`config.mk`:
```
export PLATFORM = sky130hd
export DESIGN_NAME = cai_submit_sched
export DESIGN_NICKNAME = d
export VERILOG_FILES = /design/src/rtl/carbon_arch_pkg.sv /design/src/rtl/carbon_cai_sched_pkg.sv /design/src/rtl/cai_rr_pick.sv /design/src/rtl/cai_submit_sched.sv
export SDC_FILE = /design/constraint.sdc
export NUM_CORES = 1
export LEC_CHECK = 0
export CORE_ASPECT_RATIO = 1.2
export CORE_MARGIN = 5
export CORE_UTILIZATION = 58
export CTS_CLUSTER_DIAMETER = 150
export DETAILED_ROUTE_END_ITERATION = 7
export PLACE_DENSITY = 0.81
export SYNTH_ARGS = -nofsm -noshare
export SYNTH_HDL_FRONTEND = slang
export SYNTH_HIERARCHICAL = 1
export SYNTH_SLANG_ARGS = --single-unit
```
`constraint.sdc`:
```
create_clock -name clk -period 8.8 [get_ports clk]
set_clock_uncertainty 0.2 [all_clocks]
set_input_delay 2.2 -clock clk [delete_from_list [all_inputs] [get_ports clk]]
set_output_delay 2.2 -clock clk [all_outputs]
set_load 0.1 [all_outputs]
```
`src/rtl/carbon_arch_pkg.sv`:
```
// rtl/carbon_arch_pkg.sv - CAI architectural constants shared across the host blocks
package carbon_arch_pkg;

    localparam int CARBON_CAI_SUBMIT_DESC_V1_SIZE_BYTES = 64;

    localparam logic [15:0] CARBON_CAI_STATUS_OK       = 16'h0000;
    localparam logic [15:0] CARBON_CAI_STATUS_BAD_DESC = 16'h0001;
    localparam logic [15:0] CARBON_CAI_STATUS_FAULT    = 16'h0002;

endpackage

```
`src/rtl/carbon_cai_sched_pkg.sv`:
```
// rtl/carbon_cai_sched_pkg.sv - types shared by the CAI submit scheduler
package carbon_cai_sched_pkg;

    localparam int CAI_SCHED_IDX_W = 16;

    typedef enum logic [1:0] {
        ST_IDLE   = 2'd0,
        ST_ISSUE  = 2'd1,
        ST_WAIT   = 2'd2,
        ST_RETIRE = 2'd3
    } sched_state_t;

    typedef struct packed {
        logic [63:0]                base;
        logic [CAI_SCHED_IDX_W-1:0] mask;
        logic                       en;
    } ctx_cfg_t;

endpackage

```
`src/rtl/cai_rr_pick.sv`:
```
// rtl/cai_rr_pick.sv - combinational first-set finder starting at a rotating pointer
module cai_rr_pick #(
    parameter int N = 4,
    parameter int W = (N > 1) ? $clog2(N) : 1
) (
    input  logic [N-1:0] req,
    input  logic [W-1:0] start,
    output logic         found,
    output logic [W-1:0] idx
);

    always_comb begin
        int j;
        j     = 0;
        found = 1'b0;
        idx   = '0;
        for (int i = 0; i < N; i++) begin
            j = int'(start) + i;
            if (j >= N) j = j - N;
            if (!found && req[j]) begin
                found = 1'b1;
                idx   = W'(j);
            end
        end
    end

endmodule

```
`src/rtl/cai_submit_sched.sv`:
```
// rtl/cai_submit_sched.sv - round-robin submit scheduler sharing one CAI device across contexts
module cai_submit_sched
    import carbon_cai_sched_pkg::*;
#(
    parameter int NUM_CTX        = 4,
    parameter int DESC_BYTES     = carbon_arch_pkg::CARBON_CAI_SUBMIT_DESC_V1_SIZE_BYTES,
    parameter int TIMEOUT_CYCLES = 20000
) (
    input  logic                               clk,
    input  logic                               rst_n,
    input  logic                               cfg_we,
    input  logic [$clog2(NUM_CTX)-1:0]         cfg_ctx,
    input  logic [63:0]                        cfg_base,
    input  logic [15:0]                        cfg_mask,
    input  logic                               cfg_en,
    output logic                               cfg_rej,
    input  logic                               db_valid,
    input  logic [$clog2(NUM_CTX)-1:0]         db_ctx,
    input  logic [15:0]                        db_tail,
    output logic                               db_err,
    output logic                               dev_valid,
    input  logic                               dev_ready,
    output logic [63:0]                        dev_desc_addr,
    output logic [15:0]                        dev_context_id,
    input  logic                               dev_done,
    input  logic [15:0]                        dev_status,
    output logic [NUM_CTX-1:0]                 done_pulse,
    output logic [NUM_CTX-1:0]                 err_timeout,
    output logic                               busy,
    output logic [CAI_SCHED_IDX_W*NUM_CTX-1:0] head_out
);

    localparam int CW     = $clog2(NUM_CTX);
    localparam int IW     = CAI_SCHED_IDX_W;
    localparam int OFF_SH = $clog2(DESC_BYTES);
    localparam int TW     = $clog2(TIMEOUT_CYCLES + 1);

    ctx_cfg_t      cfg_q  [NUM_CTX];
    logic [IW-1:0] head_q [NUM_CTX];
    logic [IW-1:0] tail_q [NUM_CTX];

    sched_state_t state;
    logic [CW-1:0] cur_ctx;
    logic [CW-1:0] rr_ptr;
    logic [TW-1:0] timer;
    logic          abort_q;

    logic [NUM_CTX-1:0] pending;
    logic               pick_found;
    logic [CW-1:0]      pick_idx;
    logic               cfg_hit_flight;
    logic [IW-1:0]      db_room;
    logic               db_ok;
    logic [63:0]        pick_offset;
    logic               unused_status;

    // A context being reconfigured this cycle is hidden from the picker so a stale entry is never issued.
    always_comb begin
        pending = '0;
        for (int c = 0; c < NUM_CTX; c++) begin
            pending[c] = cfg_q[c].en && (tail_q[c] != head_q[c]) && !(cfg_we && cfg_ctx == CW'(c));
        end
    end

    cai_rr_pick #(.N(NUM_CTX), .W(CW)) u_pick (
        .req   (pending),
        .start (rr_ptr),
        .found (pick_found),
        .idx   (pick_idx)
    );

    assign cfg_hit_flight = cfg_we && (state != ST_IDLE) && (cfg_ctx == cur_ctx);
    assign db_room        = db_tail - head_q[db_ctx];
    assign db_ok          = db_valid && cfg_q[db_ctx].en
                            && ({1'b0, db_room} <= ({1'b0, cfg_q[db_ctx].mask} + 17'd1))
                            && !(cfg_we && cfg_ctx == db_ctx);
    assign pick_offset    = {48'b0, head_q[pick_idx] & cfg_q[pick_idx].mask} << OFF_SH;
    assign busy           = (state != ST_IDLE);
    assign unused_status  = ^dev_status;

    for (genvar g = 0; g < NUM_CTX; g++) begin : g_head
        assign head_out[IW*g +: IW] = head_q[g];
    end

    always_ff @(posedge clk) begin
        if (!rst_n) begin
            for (int c = 0; c < NUM_CTX; c++) begin
                cfg_q[c]  <= '0;
                head_q[c] <= '0;
                tail_q[c] <= '0;
            end
            state          <= ST_IDLE;
            cur_ctx        <= '0;
            rr_ptr         <= '0;
            timer          <= '0;
            abort_q        <= 1'b0;
            dev_valid      <= 1'b0;
            dev_desc_addr  <= '0;
            dev_context_id <= '0;
            done_pulse     <= '0;
            err_timeout    <= '0;
            cfg_rej        <= 1'b0;
            db_err         <= 1'b0;
        end else begin
            cfg_rej    <= cfg_hit_flight;
            db_err     <= db_valid && !db_ok;
            done_pulse <= '0;

            if (db_ok) tail_q[db_ctx] <= db_tail;

            if (cfg_we && !cfg_hit_flight) begin
                cfg_q[cfg_ctx].base  <= cfg_base;
                cfg_q[cfg_ctx].mask  <= cfg_mask;
                cfg_q[cfg_ctx].en    <= cfg_en;
                head_q[cfg_ctx]      <= '0;
                tail_q[cfg_ctx]      <= '0;
                err_timeout[cfg_ctx] <= 1'b0;
            end

            case (state)
                ST_IDLE: begin
                    if (pick_found) begin
                        cur_ctx        <= pick_idx;
                        dev_desc_addr  <= cfg_q[pick_idx].base + pick_offset;
                        dev_context_id <= IW'(pick_idx);
                        dev_valid      <= 1'b1;
                        state          <= ST_ISSUE;
                    end
                end
                ST_ISSUE: begin
                    if (dev_ready) begin
                        dev_valid <= 1'b0;
                        timer     <= '0;
                        state     <= ST_WAIT;
                    end
                end
                ST_WAIT: begin
                    if (dev_done) begin
                        abort_q <= 1'b0;
                        state   <= ST_RETIRE;
                    end else if (timer == TW'(TIMEOUT_CYCLES - 1)) begin
                        err_timeout[cur_ctx] <= 1'b1;
                        abort_q              <= 1'b1;
                        state                <= ST_RETIRE;
                    end else begin
                        timer <= timer + TW'(1);
                    end
                end
                ST_RETIRE: begin
                    head_q[cur_ctx]     <= head_q[cur_ctx] + IW'(1);
                    done_pulse[cur_ctx] <= !abort_q;
                    rr_ptr              <= (cur_ctx == CW'(NUM_CTX - 1)) ? '0 : cur_ctx + CW'(1);
                    state               <= ST_IDLE;
                end
                default: state <= ST_IDLE;
            endcase
        end
    end

endmodule
```
==> results of run 1 <==
## routing by layer
| layer | wire length (µm) | GRT usage | vias up | part of all wire |
|---|---|---|---|---|
| li1 | - | - | 9121 | - |
| met1 | 28690 | 0.3796 | 10182 | 0.35 |
| met2 | 40620 | 0.5229 | 1302 | 0.50 |
| met3 | 8034 | 0.05240 | 263 | 0.098 |
| met4 | 4475 | 0.1498 | 2 | 0.055 |
| met5 | 10 | 0 | - | 0.00012 |
## worst max-delay path, delay by kind of cell
family / cells / cell delay, ns
fa+ha+maj: 3 / 0.92
buf+inv: 2 / 0.53
compound gates: 11 / 3.64
mux: 1 / 0.33
simple gates: 2 / 0.31
## placed cells by master, fill, tap and decap left out, drive strengths merged, types with 18 or more instances in the layout
| cell | instances |
|---|---|
| xor2 | 83 |
| a21oi | 77 |
| nand4 | 35 |
| buf | 36 |
| clkinv | 24 |
| mux4 | 112 |
| inv | 121 |
| dfxtp | 163 |
| mux2i | 18 |
| ha | 59 |
| o21ai | 58 |
| nor2 | 410 |
| nor4 | 22 |
| mux2 | 38 |
| nand2 | 216 |
| and3 | 61 |
| clkdlybuf4s50 | 245 |
| a211oi | 26 |
| clkbuf | 70 |
| nor3 | 33 |
| a31oi | 22 |
| edfxtp | 388 |
| xnor2 | 72 |
| nand3 | 72 |
## power groups by stage
stage,logic (mW),clock network [mW],registers [mW]
final,2.57,2.33,3.21
after detailed placement,2.54,0,3.25
after global placement,2.50,0,3.23
after CTS,2.55,2.33,3.20
after global routing,2.69,2.45,3.22
after floorplan,1.04,0,4.03
## metrics by stage
step	worst slack, ns	utilization	power [mW]
2_1_floorplan	0.8132	-	5.076
3_3_place_gp	0.6811	0.6467	5.730
3_5_place_dp	0.5415	0.6467	5.784
4_1_cts	1.186	0.6841	8.079
5_1_grt	0.8263	0.6841	8.357
6_report	1.132	0.6841	8.104
## flip-flops by register name, indices dropped and copies added (netlist names), named ones only
| signal | flops |
|---|---|
| rr_ptr | 2 |
| cfg_q | 324 |
| err_timeout | 4 |
| cur_ctx | 2 |
| timer | 15 |
| db_err | 1 |
| state | 2 |
| abort_q | 1 |
| dev_desc_addr | 64 |
| head_q | 64 |
| cfg_rej | 1 |
| tail_q | 64 |
| done_pulse | 4 |
| dev_valid | 1 |
## cell families after synthesis
logic type / count (synthesis) / share of synthesized area
compound gates: 286 / 0.06941
xor+xnor: 155 / 0.04913
fa+ha+maj: 61 / 0.02816
buf+inv: 272 / 0.04510
flops: 551 / 0.5397
mux: 168 / 0.1168
other cells: 1 / 0.0001357
simple gates: 918 / 0.1516
## worst max-delay path by stage
stage | slack [ns] | cells past startpoint | end | startpoint
after floorplan | 0.81 | 22 | dev_desc_addr[62]$_SDFFE_PN0P_ | cfg_ctx[1]
after global placement | 0.68 | 19 | tail_q[3][12]$_SDFFE_PP0P_ | db_ctx[0]
after detailed placement | 0.54 | 19 | tail_q[3][9]$_SDFFE_PP0P_ | db_ctx[0]
after CTS | 1.19 | 19 | tail_q[3][9]$_SDFFE_PP0P_ | db_ctx[0]
after global routing | 0.83 | 19 | tail_q[3][9]$_SDFFE_PP0P_ | db_ctx[0]
final | 1.13 | 19 | tail_q[3][4]$_SDFFE_PP0P_ | db_ctx[0]
## final cells by class
cell class / count / area, µm²
antenna: 1 / 2.502
clock buffer: 70 / 1430
clock inverter: 30 / 330.3
fill: 3316 / 14890
inverter: 124 / 470.5
multi-input combinational: 1602 / 11570
sequential: 551 / 14910
tap: 623 / 779.5
timing repair buffer: 281 / 2753
==> impl_metrics.py, run 1 <==
metrics = {
    "run_status": {
        "outcome": "finished, final reports clean",
    },
    "worst_setup_path": {
        "r2r_start": "head_q[1][4]$_SDFFCE_PN0P_",
        "cp_data_required_time_ns": 9.09,
        "crit_arrival_ns": 7.96,
        "reg2reg_depth": 18,
        "cpPeakStageDelay_ns": 0.65,
        "end_kind": "register",
        "critPathSlowestCell": "o21ai_1",
        "cp_max_fo": 16,
        "reg2reg_to": "dev_desc_addr[36]$_SDFFE_PN0P_",
        "path_cells": "buf_2 -> mux4_2 -> ha_1 -> inv_1 -> fa_1 -> a21o_1 -> a21oi_1 -> o211ai_1 -> a31o_2 -> o31ai_1 -> nand3_1 -> o311ai_0 -> ha_1 -> and3_1 -> a221oi_1 -> o21ai_0 -> o21ai_1 -> o2111ai_2 -> a32o_1",
        "crit_type": "in2reg",
        "cpMostUsedCell": "ha_1",
        "worstSetupStartpointType": "input pin",
        "r2r_setup_slack_ns": 1.62,
    },
    "routing": {
        "wl_per_cell_um": 24.93,
        "vias": 20870,
        "routed_wl_um": 81830,
        "dr.pass1.iters": 6,
        "ant_nets": 0,
        "viasPerCell": 6.359,
        "drc": 0,
        "initialDrtViolationCount": 2423,
    },
    "logic_synthesis": {
        "synth_top_area_frac": 0.4216,
        "yosys-top-cells-count": "nor2_1, edfxtp_1, nand2_1",
        "ys_ff_latch": 551,
        "synth_flop_cell": "edfxtp_1",
        "ys.warnings.count": 6,
        "ys_async_sr_fraction": 0,
        "synth_cells": 2412,
        "synth-seq-area-share": 0.5397,
        "yosysUniqueCellTypes": 87,
        "yosys.area.top_type": "edfxtp_1",
        "synth_most_common_cell": "nor2_1",
        "syn_area_mm2": 0.02763,
        "synth-edff-count": 388,
        "synth.top_cells.by_area": "edfxtp_1, dfxtp_1, mux4_2",
        "avgSynthCellArea_um2": 11.46,
    },
    "clock_tree": {
        "clockBufferDepth": 3,
        "clkLatencyLatePin_ns": 0.62,
        "cts-resized-gates": 0,
        "cts_sinks": 551,
        "cts_tree": "built",
        "htreeDepth": 2,
        "cts_made_buffers": 53,
        "clk_pin_slew_worst_paths_ns": 0.06,
        "holdBufCountCts": 0,
        "cts_setup_buffers": 0,
        "root_buffer": "clkbuf_16",
    },
    "cells_and_area": {
        "final_cells": 3282,
        "nNetsFinal": 2797,
        "drive_gt1_frac": 0.1053,
        "fin_area_mm2": 0.03225,
        "area_delta_synth_final_pct": 16.69,
    },
    "sta": {
        "worst_slew_pin_slew_ns": 1.362,
        "fmax_mhz": 130.4,
        "min_period_ns": 7.668,
        "maxSlewViolCount": 0,
        "max-slew-margin-rel": 0.08955,
        "hold_ws_ns": 0.2656,
        "setup_viol": 0,
        "rsz0062_at_grt": "no",
        "hold_violations": 0,
        "setup_tns_ns": 0,
        "finalCritPeriodShare": 0.8714,
    },
    "global_route": {
        "grt_max_degree": 101,
        "grt-ovfl-total": 0,
        "grt_use_total": 0.3067,
        "grt_pass1_vias": 21384,
        "grt_antenna_before_repair": 2,
        "grt_pass1_wl_um": 124400,
    },
    "floorplan": {
        "die_w_um": 209.3,
        "fp-row-count": 87,
        "initial_utilization": 0.5863,
        "ioPinCount": 279,
        "dieArea_mm2": 0.05213,
        "die_height_um": 249.1,
        "core_region_area_mm2": 0.04713,
    },
    "power_and_ir_drop": {
        "seqPwrFrac": 0.396,
        "p_comb_frac": 0.317,
        "p_int_mw": 5.051,
        "ir_worst_vdd_mv": 0.2910,
        "net-switching-power_mw": 3.053,
        "leakage_nw": 12.44,
        "p_sw_frac": 0.3767,
        "pwr-share-clk": 0.287,
        "p_per_area_mw_per_mm2": 251.3,
    },
    "worst_hold_path": {
        "min_path_type": "reg2reg",
        "min_from": "dev_desc_addr[1]$_SDFFE_PN0P_",
        "hold_path_depth": 2,
        "hold_end": "dev_desc_addr[1]$_SDFFE_PN0P_",
    },
    "placed_design": {
        "hpwlAfterDp_um": 55380,
        "placed_cell_area_mm2": 0.03048,
        "gp_congestion": 0.9383,
        "post-place-cells": 3181,
        "port_buffers": 248,
    },
    "run": {
        "drv_cap": 0,
    },
}
(Power assumes the default switching activity.)
==> inputs of run 2 (changes only) <==
- GPL_TIMING_DRIVEN: not set -> 0
==> impl_metrics.py, run 2 (synthesis gave the netlist of run 1 again) <==
metrics = {
    "cells_and_area": {
        "fin_area_mm2": 0.03280,
        "nNetsFinal": 2909,
        "antennaDiodeCount": 0,
        "final_cells": 3392,
        "largest_register_ffs": 324,
        "drive_gt1_frac": 0.1069,
        "top_register": "cfg_q",
        "fin_util": 0.6958,
        "area_delta_synth_final_pct": 18.69,
        "mostFrequentLayoutCells": "nor2_1, edfxtp_1, clkdlybuf4s50_1, nand2_1, dfxtp_1",
        "final_common_cell": "nor2_1",
    },
    "routing": {
        "vias": 21622,
        "dr.pass1.iters": 6,
        "viasPerCell": 6.374,
        "ant_nets": 0,
        "routed_wl_um": 90660,
        "initialDrtViolationCount": 2499,
        "wl_per_cell_um": 26.73,
        "drc": 0,
    },
    "power_and_ir_drop": {
        "power_mw": 8.202,
        "p_per_area_mw_per_mm2": 250.1,
        "leakage_nw": 12.68,
        "ir_worst_vdd_mv": 0.2960,
    },
    "worst_setup_path": {
        "cp_data_required_time_ns": 9.06,
        "end_kind": "register",
        "worstSetupStartpointType": "input pin",
        "crit_arrival_ns": 8.89,
        "cp_max_fo": 10,
        "reg2reg_depth": 22,
        "crit_type": "in2reg",
    },
    "global_route": {
        "grt_pass1_wl_um": 134100,
        "grt-ovfl-total": 0,
        "grt_pass1_vias": 21761,
        "grt_antenna_before_repair": 0,
        "grt_use_total": 0.3383,
        "grt_max_degree": 52,
    },
    "worst_hold_path": {
        "min_path_type": "reg2reg",
        "hold_path_depth": 2,
    },
    "placed_design": {
        "hpwlAfterDp_um": 67330,
        "port_buffers": 246,
        "gp_congestion": 0.9827,
        "post-place-cells": 3298,
        "placed_cell_area_mm2": 0.03104,
    },
    "sta": {
        "finalCritPeriodShare": 0.9803,
        "max-slew-margin-rel": 0.1676,
        "min_period_ns": 8.627,
        "maxSlewViolCount": 0,
        "fmax_mhz": 115.9,
        "rsz0062_at_grt": "no",
        "worst_slew_pin_slew_ns": 1.249,
        "hold_violations": 0,
        "setup_viol": 0,
        "hold_ws_ns": 0.2594,
    },
    "floorplan": {
        "die_w_um": 209.3,
        "initial_utilization": 0.5863,
        "core_region_area_mm2": 0.04713,
        "dieArea_mm2": 0.05213,
        "ioPinCount": 279,
        "fp-row-count": 87,
        "die_height_um": 249.1,
    },
    "clock_tree": {
        "holdBufCountCts": 0,
        "htreeDepth": 2,
        "clkLatencyLatePin_ns": 0.62,
        "cts_sinks": 551,
        "root_buffer": "clkbuf_16",
        "cts_tree": "built",
        "clockBufferDepth": 3,
        "clk_pin_slew_worst_paths_ns": 0.06,
        "cts_made_buffers": 53,
    },
    "run_status": {
        "outcome": "finished, final reports clean",
    },
    "run": {
        "drv_cap": 0,
    },
}
-- run 2: changes by cell type in the layout (fill, tap and decap cells not counted), sizes merged --
cell / before / now
clkbuf: 70 / 170
buf: 36 / 47
clkinv: 24 / 17
inv: 121 / 127
bufinv: 6 / 4
clkdlybuf4s50: 245 / 246
clkinvlp: 3 / 4
diode: 1 / 0
dlygate4sd1: 0 / 1
-- run 2: per-layer routing --
layer	up-vias	GRT usage	share of wire
met5	-	0	0
met4	0	0.1867	0.068
met3	346	0.05971	0.096
met2	1395	0.5811	0.50
met1	10541	0.4034	0.34
li1	9340	-	-
-- run 2: what timing repair did --
action | CTS | global route
endpoints found under the setup margin | 107 | 95
buffers inserted | 0 | 0
pin swaps | 0 | 0
gates resized for setup | 15 | 15
-- run 2: final timing paths --
| path | from | to | slack, ns |
|---|---|---|---|
| hold / removal | dev_desc_addr[6]$_SDFFE_PN0P_ | dev_desc_addr[6]$_SDFFE_PN0P_ | 0.26 |
| setup reg to reg | head_q[0][9]$_SDFFCE_PN0P_ | dev_desc_addr[39]$_SDFFE_PN0P_ | 0.76 |
| setup / recovery | cfg_we | dev_desc_addr[39]$_SDFFE_PN0P_ | 0.17 |
| hold reg to reg | dev_desc_addr[6]$_SDFFE_PN0P_ | dev_desc_addr[6]$_SDFFE_PN0P_ | 0.26 |
-- run 2: worst max-delay path: stages --
cell and delay, ns:
clkdlybuf4s50_1 0.65, nand2_1 0.13, clkbuf_2 0.31, and3_1 0.32, a221o_1 0.32, a21oi_1 0.20, buf_6 0.16, buf_12 0.15
buf_12 0.17, buf_4 0.28, buf_2 0.36, clkbuf_1 0.46, nand3_1 0.14, a31oi_1 0.46, ha_1 0.40, a21o_1 0.21
a221o_1 0.38, a21oi_1 0.40, clkbuf_1 0.53, a2111oi_1 0.23, xnor2_1 0.25, a21oi_1 0.10
-- run 2: cell type report --
class	instances	area, µm²
repair buffers	250	2572
inverters	124	475.5
clock inverters	28	262.8
well taps	623	779.5
flip-flops and latches	551	14910
fillers	3308	14340
multi-input cells	1602	11540
plain buffers	143	783.3
clock buffers	71	1466
-- run 2: where the power goes --
part / leakage, nW / total [mW] / switching (mW) / internal [mW]
registers: 5.39 / 3.23 / 0.215 / 3.02
clock network: 0.834 / 2.30 / 1.01 / 1.29
logic: 6.45 / 2.67 / 1.93 / 0.736
-- run 2: metrics by stage --
step           worst slack, ns  setup TNS, ns
2_1_floorplan           0.8132              0
3_3_place_gp            -1.169         -99.88
3_5_place_dp            -1.476        -123.09
4_1_cts              0.0009157              0
5_1_grt               0.003880              0
6_report                0.1733              0
==> inputs of run 3 (changes only) <==
- GPL_TIMING_DRIVEN: 0 -> not set
- PLACE_DENSITY: 0.81 -> 0.85
==> impl_metrics.py, run 3 (synthesis gave the netlist of run 1 again) <==
metrics = {
    "worst_hold_path": {
        "min_path_type": "reg2reg",
        "hold_path_depth": 2,
        "min_from": "dev_desc_addr[3]$_SDFFE_PN0P_",
        "hold_end": "dev_desc_addr[3]$_SDFFE_PN0P_",
    },
    "clock_tree": {
        "cts_setup_buffers": 0,
        "cts_sinks": 551,
        "cts-resized-gates": 0,
        "root_buffer": "clkbuf_16",
        "cts_tree": "built",
        "holdBufCountCts": 0,
        "htreeDepth": 2,
        "clkLatencyLatePin_ns": 0.64,
        "clockBufferDepth": 3,
        "clk_pin_slew_worst_paths_ns": 0.06,
        "cts_made_buffers": 52,
    },
    "sta": {
        "hold_ws_ns": 0.2723,
        "min_period_ns": 7.707,
        "finalCritPeriodShare": 0.8758,
        "setup_tns_ns": 0,
        "hold_violations": 0,
        "setup_viol": 0,
        "max-slew-margin-rel": 0.1429,
        "worst_slew_pin_slew_ns": 1.272,
        "fmax_mhz": 129.8,
        "maxSlewViolCount": 0,
        "rsz0062_at_grt": "no",
    },
    "floorplan": {
        "die_w_um": 209.3,
        "die_height_um": 249.1,
        "ioPinCount": 279,
        "dieArea_mm2": 0.05213,
        "core_region_area_mm2": 0.04713,
        "initial_utilization": 0.5863,
        "fp-row-count": 87,
    },
    "run": {
        "drv_cap": 0,
    },
    "worst_setup_path": {
        "cp_max_fo": 22,
        "reg2reg_to": "dev_desc_addr[36]$_SDFFE_PN0P_",
        "reg2reg_depth": 16,
        "cpMostUsedCell": "ha_1",
        "crit_arrival_ns": 8.02,
        "startpoint": "db_ctx[1]",
        "end_kind": "register",
        "crit_type": "in2reg",
        "r2r_setup_slack_ns": 1.79,
        "path_cells": "buf_2 -> mux4_2 -> ha_1 -> inv_1 -> fa_1 -> a21o_1 -> a21oi_1 -> o211ai_1 -> a31o_2 -> o31ai_1 -> nand3_1 -> o311ai_0 -> ha_1 -> and3_1 -> a221oi_1 -> o21ai_0 -> o21ai_1 -> o2111ai_2 -> a32o_1",
        "cpPeakStageDelay_ns": 0.68,
        "r2r_start": "head_q[0][10]$_SDFFCE_PN0P_",
        "worstSetupStartpointType": "input pin",
        "critPathSlowestCell": "o21ai_1",
        "cp_data_required_time_ns": 9.12,
    },
    "cells_and_area": {
        "area_delta_synth_final_pct": 16.19,
        "nNetsFinal": 2794,
        "final_cells": 3278,
        "top_register": "cfg_q",
        "fin_area_mm2": 0.03211,
        "mostFrequentLayoutCells": "nor2_1, edfxtp_1, clkdlybuf4s50_1, nand2_1, dfxtp_1",
        "largest_register_ffs": 324,
        "fill_cells": 3283,
        "final_common_cell": "nor2_1",
        "drive_gt1_frac": 0.1037,
    },
    "global_route": {
        "grt_pass1_vias": 20957,
        "grt_antenna_before_repair": 5,
        "grt_pass1_wl_um": 123300,
        "grt_use_total": 0.3031,
        "grt-ovfl-total": 0,
        "grt_max_degree": 84,
    },
    "placed_design": {
        "port_buffers": 248,
        "placed_cell_area_mm2": 0.03045,
        "gp_congestion": 0.9211,
        "hpwlAfterDp_um": 55420,
        "post-place-cells": 3179,
    },
    "routing": {
        "drc": 0,
        "viasPerCell": 6.417,
        "initialDrtViolationCount": 2655,
        "wl_per_cell_um": 24.79,
        "ant_nets": 0,
        "routed_wl_um": 81260,
        "vias": 21035,
        "dr.pass1.iters": 5,
    },
    "power_and_ir_drop": {
        "pwr-share-clk": 0.277,
        "seqPwrFrac": 0.403,
        "p_sw_frac": 0.3834,
        "net-switching-power_mw": 3.055,
        "p_per_area_mw_per_mm2": 248.2,
        "ir_worst_vdd_mv": 0.3596,
        "p_int_mw": 4.915,
        "p_comb_frac": 0.320,
        "leakage_nw": 12.38,
    },
    "run_status": {
        "outcome": "finished, final reports clean",
    },
}
==> run 3: changes by cell type in the layout (fill, tap and decap cells not counted), sizes merged <==
| cell | change |
|---|---|
| bufinv | -2 |
| dlygate4sd1 | -1 |
| diode | +2 |
| clkinv | +8 |
| buf | -13 |
| clkinvlp | -1 |
| clkbuf | -102 |
| inv | -4 |
| clkdlybuf4s50 | -1 |
==> run 3: final cells by class <==
type	count	area, µm²	share of cell area
flip-flops and latches	551	14910	0.4645
multi-input cells	1602	11560	0.3601
repair buffers	279	2725	0.08488
clock buffers	68	1401	0.04365
well taps	623	779.5	0.02428
inverters	124	470.5	0.01465
clock inverters	29	249.0	0.007755
diodes	2	5.005	0.0001559
==> run 3: how the worst max path moves through the flow <==
| stage | endpoint | slack, ns | cells after the start |
|---|---|---|---|
| after floorplan | dev_desc_addr[62]$_SDFFE_PN0P_ | 0.81 | 22 |
| final | tail_q[3][13]$_SDFFE_PP0P_ | 1.09 | 19 |
| after global routing | tail_q[3][14]$_SDFFE_PP0P_ | 0.85 | 19 |
| after detailed placement | tail_q[3][14]$_SDFFE_PP0P_ | 0.54 | 19 |
| after global placement | tail_q[3][10]$_SDFFE_PP0P_ | 0.69 | 19 |
| after CTS | tail_q[3][14]$_SDFFE_PP0P_ | 1.19 | 19 |
==> run 3: routing by layer <==
metal,wire (µm),part of all wire,GRT usage
met2,40150,0.49,0.5107
met5,22,0.00027,0
met1,27700,0.34,0.3737
met4,4440,0.055,0.1440
met3,8950,0.11,0.06487
==> run 3: stage by stage <==
step / total power, mW / utilization / worst slack [ns]
finish: 7.970 / 0.6812 / 1.093
global route: 8.226 / 0.6811 / 0.8506
CTS: 7.954 / 0.6811 / 1.188
global placement: 5.713 / 0.6461 / 0.6880
detailed placement: 5.773 / 0.6461 / 0.5448
floorplan: 5.076 / - / 0.8132
==> run 3: power groups by stage <==
stage          Clock, mW  Sequential, mW  Combinational (mW)
3_3_place_gp           0            3.24                2.47
3_5_place_dp           0            3.25                2.52
4_1_cts             2.22            3.20                2.54
6_report            2.21            3.21                2.55
2_1_floorplan          0            4.03                1.04
5_1_grt             2.33            3.23                2.67
==> run 3: critical path: cells and delay by family <==
kind            cells  cell delay [ns]
simple gates        2             0.31
buf+inv             2             0.50
compound gates     11             3.76
mux                 1             0.31
fa+ha+maj           3             0.92
